<file path="src/rtl/framebuffer_write_arbiter_pkg.sv">
// Shared framebuffer constants, output-slot type and saturating counter helper.
// Latency: n/a (declarations only).
// Backpressure: n/a.
package framebuffer_write_arbiter_pkg;

    localparam int         FRAMEBUFFER_ADDR_SIZE = 15;
    localparam int         FRAMEBUFFER_SIZE      = 64000;
    localparam logic [3:0] FB_TRANSPARENT        = 4'b0000;
    localparam int         FB_ARB_MAX_REQ        = 8;
    localparam int         FB_AW                 = FRAMEBUFFER_ADDR_SIZE + 1;

    // One registered write-port slot
    typedef struct packed {
        logic             en;
        logic [FB_AW-1:0] addr;
        logic [3:0]       data;
    } wr_slot_t;

    // 16-bit counter add that sticks at all-ones instead of wrapping
    function automatic logic [15:0] sat_add16(input logic [15:0] val, input logic [2:0] inc);
        logic [16:0] sum;
        sum = {1'b0, val} + {14'd0, inc};
        return sum[16] ? 16'hFFFF : sum[15:0];
    endfunction

endpackage

</file>
<file path="src/rtl/fb_arb_picker.sv">
// Two-grant rotating-priority picker: first valid from ptr gets A, the next gets B.
// Latency: purely combinational.
// Backpressure: B is withheld when its address matches A's; that requester simply retries.
module fb_arb_picker #(
    parameter int NUM_REQ = 4,
    parameter int AW      = 16,
    parameter int PW      = (NUM_REQ > 1) ? $clog2(NUM_REQ) : 1
) (
    input  logic [NUM_REQ-1:0]    valid,
    input  logic [PW-1:0]         ptr,
    input  logic [NUM_REQ*AW-1:0] addr,
    output logic [NUM_REQ-1:0]    grant_a,
    output logic [NUM_REQ-1:0]    grant_b,
    output logic [PW-1:0]         idx_a,
    output logic [PW-1:0]         idx_b,
    output logic                  found_a,
    output logic                  found_b
);

    logic [AW-1:0] addr_arr [NUM_REQ];
    logic [PW:0]   pos;
    logic [PW-1:0] cur;
    logic          scan_done;

    for (genvar g = 0; g < NUM_REQ; g++) begin : g_unpack
        assign addr_arr[g] = addr[g*AW +: AW];
    end

    // Walk the requesters once in rotating order; B is the very next valid after A or nothing
    always_comb begin
        found_a   = 1'b0;
        found_b   = 1'b0;
        idx_a     = '0;
        idx_b     = '0;
        pos       = '0;
        cur       = '0;
        scan_done = 1'b0;
        for (int k = 0; k < NUM_REQ; k++) begin
            pos = {1'b0, ptr} + (PW+1)'(k);
            if (pos >= (PW+1)'(NUM_REQ)) begin
                pos = pos - (PW+1)'(NUM_REQ);
            end
            cur = pos[PW-1:0];
            if (valid[cur] && !scan_done) begin
                if (!found_a) begin
                    found_a = 1'b1;
                    idx_a   = cur;
                end else begin
                    if (addr_arr[cur] != addr_arr[idx_a]) begin
                        found_b = 1'b1;
                        idx_b   = cur;
                    end
                    scan_done = 1'b1;
                end
            end
        end
    end

    // Expand the chosen indices into one-hot grant vectors
    always_comb begin
        grant_a = '0;
        grant_b = '0;
        if (found_a) grant_a[idx_a] = 1'b1;
        if (found_b) grant_b[idx_b] = 1'b1;
    end

endmodule

</file>
<file path="src/rtl/framebuffer_write_arbiter.sv">
// Shares the two back-buffer write ports among NUM_REQ pixel producers, 2 pixels/cycle.
// Latency: 1 cycle from acceptance (valid & ready) to write-port presentation.
// Backpressure: req_ready is a combinational grant; none while fb_resetting or reset is active.
module framebuffer_write_arbiter
    import framebuffer_write_arbiter_pkg::*;
#(
    parameter int         NUM_REQ     = 4,
    parameter logic [3:0] TRANSPARENT = FB_TRANSPARENT
) (
    input  logic                     clock,
    input  logic                     reset,
    input  logic                     fb_resetting,
    input  logic [NUM_REQ-1:0]       req_valid,
    input  logic [NUM_REQ*FB_AW-1:0] req_addr,
    input  logic [NUM_REQ*4-1:0]     req_data,
    output logic [NUM_REQ-1:0]       req_ready,
    output logic [FB_AW-1:0]         addr_wr1,
    output logic [FB_AW-1:0]         addr_wr2,
    output logic [3:0]               data_wr1,
    output logic [3:0]               data_wr2,
    output logic                     wr1_en,
    output logic                     wr2_en,
    output logic [15:0]              written_count,
    output logic [15:0]              drop_count
);

    localparam int             AW       = FB_AW;
    localparam int             PW       = (NUM_REQ > 1) ? $clog2(NUM_REQ) : 1;
    localparam logic [AW-1:0]  FB_LIMIT = AW'(FRAMEBUFFER_SIZE);

    logic [PW-1:0]      rr_ptr;
    logic [PW-1:0]      last_idx;
    logic [NUM_REQ-1:0] valid_eff;
    logic [NUM_REQ-1:0] grant_a;
    logic [NUM_REQ-1:0] grant_b;
    logic [PW-1:0]      idx_a;
    logic [PW-1:0]      idx_b;
    logic               found_a;
    logic               found_b;
    logic [AW-1:0]      addr_a;
    logic [AW-1:0]      addr_b;
    logic [3:0]         data_a;
    logic [3:0]         data_b;
    logic               ok_a;
    logic               ok_b;
    logic               oor_a;
    logic               oor_b;
    wr_slot_t           slot1_q;
    wr_slot_t           slot2_q;
    logic [1:0]         supp_q;
    logic               fb_resetting_q;
    logic               fb_rise;
    logic [2:0]         wr_inc;
    logic [2:0]         drop_inc;

    // No grants at all while the buffer is being cleared or the block is in reset
    assign valid_eff = req_valid & {NUM_REQ{reset & ~fb_resetting}};

    fb_arb_picker #(
        .NUM_REQ (NUM_REQ),
        .AW      (AW),
        .PW      (PW)
    ) u_picker (
        .valid   (valid_eff),
        .ptr     (rr_ptr),
        .addr    (req_addr),
        .grant_a (grant_a),
        .grant_b (grant_b),
        .idx_a   (idx_a),
        .idx_b   (idx_b),
        .found_a (found_a),
        .found_b (found_b)
    );

    assign req_ready = grant_a | grant_b;
    assign addr_a    = req_addr[idx_a*AW +: AW];
    assign addr_b    = req_addr[idx_b*AW +: AW];
    assign data_a    = req_data[idx_a*4 +: 4];
    assign data_b    = req_data[idx_b*4 +: 4];

    // Transparent pixels are swallowed silently; opaque pixels past the buffer are counted drops
    assign ok_a  = found_a && (data_a != TRANSPARENT) && (addr_a <  FB_LIMIT);
    assign ok_b  = found_b && (data_b != TRANSPARENT) && (addr_b <  FB_LIMIT);
    assign oor_a = found_a && (data_a != TRANSPARENT) && (addr_a >= FB_LIMIT);
    assign oor_b = found_b && (data_b != TRANSPARENT) && (addr_b >= FB_LIMIT);

    assign last_idx = found_b ? idx_b : idx_a;

    // Pointer, output slots and reset-window bookkeeping
    always_ff @(posedge clock) begin
        if (!reset) begin
            rr_ptr         <= '0;
            slot1_q        <= '0;
            slot2_q        <= '0;
            supp_q         <= '0;
            fb_resetting_q <= 1'b0;
        end else begin
            fb_resetting_q <= fb_resetting;
            slot1_q.en     <= ok_a;
            slot2_q.en     <= ok_b;
            if (found_a) begin
                slot1_q.addr <= addr_a;
                slot1_q.data <= data_a;
                rr_ptr       <= (last_idx == PW'(NUM_REQ - 1)) ? '0 : last_idx + 1'b1;
            end
            if (found_b) begin
                slot2_q.addr <= addr_b;
                slot2_q.data <= data_b;
            end
            // A suppressed write always coincides with the clear edge, so it is
            // counted one cycle later to survive the clear.
            supp_q <= {1'b0, slot1_q.en & fb_resetting} + {1'b0, slot2_q.en & fb_resetting};
        end
    end

    // framebuffer_master owns the ports while clearing, so registered writes are masked then
    assign wr1_en   = slot1_q.en & ~fb_resetting;
    assign wr2_en   = slot2_q.en & ~fb_resetting;
    assign addr_wr1 = slot1_q.addr;
    assign addr_wr2 = slot2_q.addr;
    assign data_wr1 = slot1_q.data;
    assign data_wr2 = slot2_q.data;

    assign fb_rise  = fb_resetting & ~fb_resetting_q;
    assign wr_inc   = {2'b00, wr1_en} + {2'b00, wr2_en};
    assign drop_inc = {1'b0, supp_q} + {2'b00, oor_a} + {2'b00, oor_b};

    // Statistics counters: cleared on each new clear window, otherwise saturating
    always_ff @(posedge clock) begin
        if (!reset || fb_rise) begin
            written_count <= '0;
            drop_count    <= '0;
        end else begin
            written_count <= sat_add16(written_count, wr_inc);
            drop_count    <= sat_add16(drop_count, drop_inc);
        end
    end

endmodule

</file>
<file path="config.mk">
export PLATFORM = sky130hd
export DESIGN_NAME = framebuffer_write_arbiter
export DESIGN_NICKNAME = d
export VERILOG_FILES = /design/src/rtl/framebuffer_write_arbiter_pkg.sv /design/src/rtl/fb_arb_picker.sv /design/src/rtl/framebuffer_write_arbiter.sv
export SDC_FILE = /design/constraint.sdc
export NUM_CORES = 1
export LEC_CHECK = 0
export ABC_CLOCK_PERIOD_IN_PS = 16200
export CAP_MARGIN = 20
export CELL_PAD_IN_SITES_DETAIL_PLACEMENT = 0
export CELL_PAD_IN_SITES_GLOBAL_PLACEMENT = 2
export CORE_ASPECT_RATIO = 0.8
export CORE_MARGIN = 2
export CORE_UTILIZATION = 35
export CTS_CLUSTER_SIZE = 12
export DETAILED_ROUTE_END_ITERATION = 8
export PLACE_DENSITY_LB_ADDON = 0.15
export SLEW_MARGIN = 25
export SYNTH_ARGS = -nofsm -noshare
export SYNTH_HDL_FRONTEND = slang
export SYNTH_HIERARCHICAL = 1
export SYNTH_SLANG_ARGS = --single-unit
</file>
<file path="constraint.sdc">
create_clock -name clock -period 16.2 [get_ports clock]
set_clock_uncertainty 0.05 [all_clocks]
set_input_delay 2.43 -clock clock [delete_from_list [all_inputs] [get_ports clock]]
set_output_delay 2.43 -clock clock [all_outputs]
set_load 0.1 [all_outputs]
</file>
==> results.py <==
metrics = {
    "power_and_ir_drop": {
        "ir_worst_vdd_mv": 0.0520,
        "power.total_uw": 1130,
        "p_per_area_nw_per_um2": 105,
        "p_leak_uw": 0.00378,
    },
    "detailed_routing": {
        "routed_wl_mm": 31.2,
        "firstDrtPassIters": 5,
        "wl_per_cell_um": 22.3,
        "viasPerCell": 5.89,
        "dr.first_iter.drc_count": 813,
        "ant_nets": 0,
        "drc": 0,
        "vias": 8225,
    },
    "yosys": {
        "yosysTopAreaCell": "dfxtp_1",
        "syn_area_per_cell_um2": 8.89,
        "ys.flop_type": "dfxtp_1",
        "synth-seq-cells": 79,
        "syn_area_um2": 8870,
        "syn_inst": 998,
        "synth_area_leaders": "dfxtp_1 (18%), mux4_2 (18%), mux2i_1 (11%)",
        "synth.most_common_cell": "nand2_1",
        "synth_top_family_by_area": "multiplexers",
        "synthSimpleGateAreaFrac_pct": 17.4,
        "yosys-top-cells-count": "nand2_1 (100), mux2i_1 (96), dfxtp_1 (79)",
        "synth_xor_area_share_pct": 5.23,
        "async_flop_share_pct": 0,
        "synth_compound_area_share_pct": 17.5,
        "seq_area_frac_synth_pct": 17.8,
        "ys_types": 68,
        "synth_top_area_share_pct": 17.8,
        "synth_nets": 1095,
        "ys_warn_count": 6,
        "synth-edff-count": 0,
        "synthMuxAreaShare_pct": 32.2,
        "synth_fa_ha_area_share_pct": 1.66,
    },
    "cts": {
        "cts-root-buf": "clkbuf_16",
        "hold_buffers": 0,
        "clkTransAtPathRegs_ns": 0.07,
        "cts_setup_buffers": 0,
        "ctsResizeCount": 0,
        "cts_buffers": 9,
        "clock_latency_ns": 0.35,
        "cts_tree": "yes",
        "cts_sinks": 79,
        "h-tree-depth": 3,
        "clockBufferDepth": 2,
    },
    "finish": {
        "final_layout_size_suffix_gt1_share_pct": 14.0,
        "antenna_cells": 0,
        "syn2layout_area_growth_pct": 21.4,
        "fin_nets": 1165,
        "fin_area_um2": 10800,
    },
    "die": {
        "ios": 165,
        "rows": 52,
        "core_um2": 25100,
        "fp.dieW_um": 182,
        "start_util_pct": 35.3,
        "die_area_um2": 26600,
        "die_y_um": 146,
    },
    "worst_hold_path": {
        "worstHoldPathType": "flip-flop to flip-flop",
        "min_path_cells": 2,
        "hold-path-endpoint": "written_count[14]",
        "hp-start": "written_count[14]",
    },
    "sta": {
        "slew_headroom_pct": 29.6,
        "rsz0062_at_grt": "no",
        "period_minus_slack_ns": 12.16,
        "period_share_pct": 75.1,
        "fin_setup_tns_ns": 0,
        "final_hold_viol_count": 0,
        "layout_setup_ws_ns": 4.04,
        "holdWs_ns": 0.460,
        "max_freq_mhz": 82.2,
        "slew_violations": 0,
        "setup_viol": 0,
        "worstMarginPinSlew_ns": 1.05,
    },
    "worst_setup_path": {
        "reg2reg_setup_slack_ns": 7.46,
        "cp-end-kind": "output pin",
        "critical_path_class": "input port to output pin",
        "slowest_stage": "clkdlybuf4s50_1",
        "cp_max_fo": 50,
        "r2r_start": "rr_ptr[0]",
        "r2r_cells": 25,
        "arrival_ns": 9.68,
        "critPathMaxStageDelay_ns": 0.98,
        "cp_cell_sequence": "clkdlybuf4s50_1 -> buf_4 -> nor2b_1 -> and2_1 -> nor2b_2 -> o21ai_1 -> buf_4 -> nand2_1 -> ha_1 -> inv_2 -> mux2_4 -> or3_1 -> a221oi_1 -> nor3_1 -> nor4b_1 -> nand4_1 -> o31ai_4 -> nand3_1 -> and4_1 -> or2_2 -> clkdlybuf4s50_1",
        "critPathTopFamily": "simple AND/OR/NAND/NOR gates",
        "start_kind": "input port",
        "crit_start": "reset",
        "cp.required_ns": 13.72,
        "r2r-end": "drop_count[11]",
        "critPathBufInv": 5,
    },
    "place": {
        "place_congestion": 0.875,
        "place_area_um2": 10400,
        "preCtsSetupSlack_ns": 4.01,
        "hpwl_mm": 22.2,
        "port_buffers": 164,
    },
    "global_route": {
        "antenna_found_initial": 0,
        "grt_overflow": 0,
        "gr-usage-all-layers_pct": 23.0,
        "grt_pass1_wl_mm": 47.3,
        "grt_pass1_vias": 7438,
        "grt_max_degree": 61,
    },
    "run": {
        "maxCapViolCount": 0,
    },
    "status": {
        "outcome": "completed",
    },
}
[per-stage QoR]
stage	cells	utilization, %
2_1_floorplan	998	-
3_3_place_gp	1381	41.6
3_5_place_dp	1381	41.6
4_1_cts	1397	42.9
5_1_grt	1397	42.9
6_report	1397	42.9
[worst reg2reg max path, stage by stage (launching register included)]
cell	delay [ns]
dfxtp_4	0.81
nor2b_2	0.12
o21ai_1	0.17
buf_4	0.31
nand2_1	0.11
ha_1	0.20
inv_2	0.47
mux2_4	0.54
nor3_2	0.18
a2111oi_0	0.59
nor3_1	0.11
nor4b_1	0.40
nand4_1	0.28
o31ai_4	0.49
nand3_1	0.19
o211a_1	0.42
buf_4	0.32
mux4_2	0.33
o41ai_1	0.73
nor4_1	0.12
ha_1	0.24
fa_1	0.40
a21o_1	0.23
and3_1	0.23
nand3_1	0.42
a31oi_1	0.15
[registers in the layout, summed over array words and instances (netlist names), 2 cells and up]
| signal | count |
|---|---|
| data_wr1 | 4 |
| addr_wr2 | 16 |
| drop_count | 16 |
| addr_wr1 | 16 |
| supp_q | 2 |
| written_count | 16 |
| data_wr2 | 4 |
| rr_ptr | 2 |
[routing by layer]
layer  global-route usage, %  share of wire [%]
met1                    36.0                 49
met2                    31.9                 41
met3                    5.69                8.8
met4                    3.35                1.0
met5                       0                  0
[kinds of logic after synthesis]
family / Yosys count
buffers and inverters: 140
AO/OA/AOI/OAI: 228
adder cells (fa/ha/maj): 10
AND/OR/NAND/NOR: 298
XOR/XNOR: 53
flip-flops: 79
multiplexers: 190
[power breakdown]
| part | internal (µW) | switching (µW) |
|---|---|---|
| Sequential | 215 | 27.2 |
| Combinational | 248 | 415 |
| Clock | 137 | 91.9 |
[placed cells by master (no fill, tap or decap), drive strengths merged, types with 9 or more instances in the layout]
master / instances
nand2: 100
nor2b: 44
a21oi: 46
o211ai: 53
a31oi: 9
mux4: 73
xor2: 24
a21o: 9
buf: 16
o21a: 11
xnor2: 29
nor3: 14
nand3: 23
mux2: 21
a21boi: 18
a2111oi: 12
dfxtp: 79
and2: 15
clkdlybuf4s50: 164
o21ai: 35
clkbuf: 9
nand4: 11
inv: 22
mux2i: 96
nor2: 37
[layout make-up]
| class | instances | area (µm²) |
|---|---|---|
| timing repair buffer | 180 | 1760 |
| clock buffer | 9 | 225 |
| multi-input combinational | 779 | 6620 |
| inverter | 19 | 71.3 |
| tap | 324 | 405 |
| sequential | 79 | 1590 |
| clock inverter | 7 | 104 |
| fill | 2494 | 14300 |
[how the worst max path moves through the flow]
stage	endpoint	slack, ns	cells past startpoint
2_1_floorplan	req_ready[0]	6.51	20
3_3_place_gp	req_ready[3]	4.17	21
3_5_place_dp	req_ready[3]	4.01	22
4_1_cts	req_ready[3]	4.00	21
5_1_grt	req_ready[3]	3.59	21
6_report	req_ready[3]	4.04	21
Note: power is estimated with default switching activity, not from simulation.
==> edit 1, RTL diff (same settings) <==
Set the package constant `FRAMEBUFFER_ADDR_SIZE` to 17 (it was 15).
--- a/src/rtl/framebuffer_write_arbiter_pkg.sv
+++ b/src/rtl/framebuffer_write_arbiter_pkg.sv
@@ -3,7 +3,7 @@
 // Backpressure: n/a.
 package framebuffer_write_arbiter_pkg;
 
-    localparam int         FRAMEBUFFER_ADDR_SIZE = 15;
+    localparam int         FRAMEBUFFER_ADDR_SIZE = 17;
     localparam int         FRAMEBUFFER_SIZE      = 64000;
     localparam logic [3:0] FB_TRANSPARENT        = 4'b0000;
     localparam int         FB_ARB_MAX_REQ        = 8;
Ports: changed (resized addr_wr1, addr_wr2 and req_addr); port bits go from 165 to 177. No check against the original RTL was run, so the function may have changed too.
==> edit 1 against the unedited design <==
  * Cell area up 5.1%
  * Sequential power is 4% lower
  * Worst setup slack gained 570 ps
  * Routed wire length up 8.3%
  * Power fell by 12%
  * Clock power down 7%
  * Sequential cell count grew 4
  * Synthesized area is 4.5% higher
  * Largest cell class unchanged
==> edit 1: results (changes against the unedited design) <==
outcome:
  status: "completed"  # unchanged
worst_setup_path:
  crit_path_max_incr_delay_ps: 970
  critical_path.startpoint: "reset"  # unchanged
  critical_path_peak_fanout: 20  # was 50
  worstRegToRegCells: 28  # was 25
  ff2ff_setup_slack_ps: 8250  # was 7460 ps
  crit-reg2reg-launch: "rr_ptr[0]"  # unchanged
  critical_path_arrival_ps: 9110  # was 9680 ps
  worst_r2r_endpoint: "drop_count[9]"  # was drop_count[11]
  cpMaxStageDelayCell: "clkdlybuf4s50_1"  # unchanged
sta:
  worst_hold_slack_ps: 447  # was 460 ps
  timing.max_slew.rel_slack_pct: 31.5  # was 29.6%
synthesis:
  yosys_most_used_dff: "dfxtp_1"  # unchanged
  syn-num-nets: 1062  # was 1,095
  synth.top_cells.by_count: "mux4_2, dfxtp_1, mux2i_1, nor2_1, nand2_1"  # was nand2_1, mux2i_1, dfxtp_1, mux4_2
  synth_warnings: 6  # unchanged
  synth-seq-area-share_pct: 17.9  # was 17.8%
  synth_cells: 957  # was 998
  async_reset_ff_share_pct: 0  # unchanged
  synth.top_cells.by_area: "mux4_2, dfxtp_1, mux2i_1, xnor2_1, buf_4"  # was dfxtp_1, mux4_2, mux2i_1, o211ai_1, nand2_1
  yosys.cell_types.count: 79  # was 68
global_route:
  gr-usage-met3_pct: 7.13  # was 5.69%
  vias_in_the_first_global_route: 7934  # was 7,438
  groute.usage.overall_pct: 24.4  # was 23.0%
  grt_antenna_before_repair: 0  # unchanged
  global_route.usage.met2_pct: 33.2  # was 31.9%
  grt_max_degree: 62  # was 61
  grt_pass1_wl_mm: 50.7  # was 47.3 mm
  groute.layer.met1.usage_pct: 37.1  # was 36.0%
clock_network:
  clk_pin_slew_worst_paths_ps: 60
  cts.root.buffer_cell: "clkbuf_16"  # unchanged
  buffers_inserted_during_post_cts_setup_optimization: 0  # unchanged
  cts.path.max_buffers: 2  # unchanged
  resize_count_post_cts: 0  # unchanged
worst_hold_path:
  end_point_of_the_worst_hold_path: "addr_wr1[11]"  # was written_count[14]
  hold_path.startpoint: "addr_wr1[11]"  # was written_count[14]
  min_path_type: "register to register"  # unchanged
route:
  detail_route.wl_per_cell_microns: 24.0  # was 22.3 microns
  routedLengthMet1_mm: 15.6  # was 15.3 mm
  wl_met2_mm: 14.0  # was 12.8 mm
  drtIter0Drc: 894  # was 813
  via_per_inst: 6.07  # was 5.89
  met3WireLength_mm: 3.59  # was 2.75 mm
placed_design:
  gp_routability_congestion: 0.880  # was 0.875
  placedInstanceArea_sq_um: 11000  # was 10,400 sq um
  dpl.hpwl_mm: 25.1  # was 22.2 mm
  i_o_buffers: 176  # was 164
cells_and_area:
  instances_no_fill: 1409  # was 1,397
  layout-drive-gt1-share_pct: 17.1  # was 14.0%
  nNetsFinal: 1151  # was 1,165
  fillCellCount: 2509  # was 2,494
power_and_ir_drop:
  worst_ir_drop_vdd_v: 0.0000547  # was 0.0000520 V
  p_leak_nw: 3.80  # was 3.78 nW
edit 1: how the worst max path moves through the flow:
stage / cells after the start / slack, ps / endpoint
floorplan: 20 / 6410 / req_ready[2]
global placement: 20 / 4750 / req_ready[2]
detailed placement: 20 / 4660 / req_ready[2]
CTS: 20 / 4640 / req_ready[2]
global route: 20 / 4220 / req_ready[2]
finish: 20 / 4610 / req_ready[2]
edit 1: final cells by class:
class                   count  share of cell area [%]
clock buffers              10                    2.21
flip-flops and latches     83                    14.7
repair buffers            195                    17.2
diodes                      1                  0.0221
clock inverters             6                   0.464
inverters                  27                   0.895
multi-input cells         730                    60.6
well taps                 357                    3.94
edit 1: critical path: cells and delay by family:
kind,cells,cell delay [ps]
AOI/OAI and AO/OA,5,1410
adders and majority gates,1,170
buffers and inverters,6,2500
muxes,3,920
and+or+nand+nor,5,1630
edit 1: stage by stage:
stage	worst slack (ps)	utilization, %
floorplan	6410	-
global placement	4750	41.9
detailed placement	4660	42.1
CTS	4640	43.2
global route	4220	43.2
finish	4610	43.2
edit 1: where the power goes:
| group | leakage, nW | internal [mW] | switching (mW) | total, mW |
|---|---|---|---|---|
| combinational | 2.98 | 0.220 | 0.331 | 0.551 |
| sequential | 0.677 | 0.218 | 0.0150 | 0.233 |
| clock | 0.143 | 0.116 | 0.0959 | 0.212 |
| total | 3.80 | 0.554 | 0.442 | 0.996 |
edit 1: cells by family (layout without fill, tap and decap cells):
logic type,after synthesis,count (layout),share of synthesized area (%)
compound gates,174,174,13.1
xor+xnor,68,68,6.42
fa+ha+maj,10,10,1.59
buf+inv,144,238,8.55
flops,83,83,17.9
mux,196,196,36.9
other cells,0,1,0
simple gates,282,282,15.5
==> edit 2, RTL diff (config.mk and constraints unchanged) <==
Made on the original files. Register the output `written_count` once more, cleared by the reset; this adds one clock of latency there. The other outputs are not delayed to match.
--- a/src/rtl/framebuffer_write_arbiter.sv
+++ b/src/rtl/framebuffer_write_arbiter.sv
@@ -27,6 +27,8 @@
     localparam int             AW       = FB_AW;
     localparam int             PW       = (NUM_REQ > 1) ? $clog2(NUM_REQ) : 1;
     localparam logic [AW-1:0]  FB_LIMIT = AW'(FRAMEBUFFER_SIZE);
+
+    logic [15:0] written_count_s0;
 
     logic [PW-1:0]      rr_ptr;
     logic [PW-1:0]      last_idx;
@@ -128,11 +130,19 @@
     // Statistics counters: cleared on each new clear window, otherwise saturating
     always_ff @(posedge clock) begin
         if (!reset || fb_rise) begin
-            written_count <= '0;
+            written_count_s0 <= '0;
             drop_count    <= '0;
         end else begin
-            written_count <= sat_add16(written_count, wr_inc);
+            written_count_s0 <= sat_add16(written_count_s0, wr_inc);
             drop_count    <= sat_add16(drop_count, drop_inc);
+        end
+    end
+
+    always_ff @(posedge clock) begin
+        if (!reset) begin
+            written_count <= '0;
+        end else begin
+            written_count <= written_count_s0;
         end
     end
 
Formal check against the unedited RTL: not equivalent (a bounded check fails within 4 cycles, from zero or initial values and one cycle with reset low).
==> edit 2 against the unedited design <==
  * Count of clock-buffer cells in the layout is the same
  * Worst setup slack gained 390 ps
  * Cell area grew 4.0%
  * Critical path depth is the same
  * Register-to-register slack lost 30 ps
  * Synthesized area grew 4.8%
  * Power grew 2.9%
  * Final cell count grew 4.8%
  * Routed wire length grew 2.1%
  * Utilization shrank 0.12 points
  * Sequential cell count grew 16
  * Largest power group unchanged
==> edit 2: results (changes against the unedited design) <==
cells_and_area:
  area_share_clock_buf_inv_pct: 2.78  # was 3.05%
  layout-drive-gt1-share_pct: 14.0  # about the same
  nNonClkBuffers: 179  # was 180
  fillCellCount: 2609  # was 2,494
  nNetsFinal: 1198  # was 1,165
  area.sequential_sq_um: 1910  # was 1590 sq um
  layout.sequential_cells: 95  # was 79
  antenna_cells_inserted: 1  # was 0
  inverters: 24  # was 19
  signal_buffer_area_fraction_pct: 15.6  # was 16.3%
  multi_input_gates: 792  # was 779
synthesis:
  syn-num-nets: 1130  # was 1,095
  synth_cells: 1033  # was 998
global_route:
  groute.layer.met1.usage_pct: 35.7  # was 36.0%
  vias_in_the_first_global_route: 7759  # was 7,438
placed_design:
  dpl.hpwl_mm: 22.6  # was 22.2 mm
route:
  routedLengthMet1_mm: 15.8  # was 15.3 mm
  wl_met2_mm: 13.3  # was 12.8 mm
  detail_route.wl_per_cell_microns: 21.7  # was 22.3 microns
  met3WireLength_mm: 2.29  # was 2.75 mm
power_and_ir_drop:
  cellInternalPower_mw: 0.624  # was 0.600 mW
  p_leak_nw: 3.85  # was 3.78 nW
  power_frac_seq_pct: 23.2  # was 21.3%
worst_setup_path:
  critical_path_peak_fanout: 65  # was 50
  ff2ff_setup_slack_ps: 7430  # was 7460 ps
  critical_path_arrival_ps: 9290  # was 9680 ps
worst_hold_path:
  end_point_of_the_worst_hold_path: "written_count[0]"  # was written_count[14]
  hold_path.startpoint: "written_count_s0[0]"  # was written_count[14]
outcome:
  status: "completed"  # unchanged
sta:
  timing.max_slew.rel_slack_pct: 28.7  # was 29.6%
-- edit 2: cell types whose count changed in the layout (fill, tap and decap cells not counted), moves of 6 or more --
cell     unedited run  this run
dfxtp_1            77        93
xnor2_1            29        41
a21oi_1            46        55
and2_1             15        29
xor2_1             24        18
nor3_1             13        19
-- edit 2: logic make-up after synthesis --
logic type | count (synthesis) | share of synthesized area (%)
AOI/OAI and AO/OA | 225 | 16.4
xor gates and xnor gates | 59 | 5.56
muxes | 189 | 30.7
and+or+nand+nor | 309 | 17.3
DFF | 95 | 20.5
adders and majority gates | 10 | 1.59
buffers and inverters | 146 | 8.00
-- edit 2: through the flow --
| step | util (%) | area, sq um |
|---|---|---|
| 2_1_floorplan | - | 9300 |
| 3_3_place_gp | 41.6 | 10900 |
| 3_5_place_dp | 41.6 | 10900 |
| 4_1_cts | 42.8 | 11200 |
| 5_1_grt | 42.8 | 11200 |
| 6_report | 42.8 | 11200 |
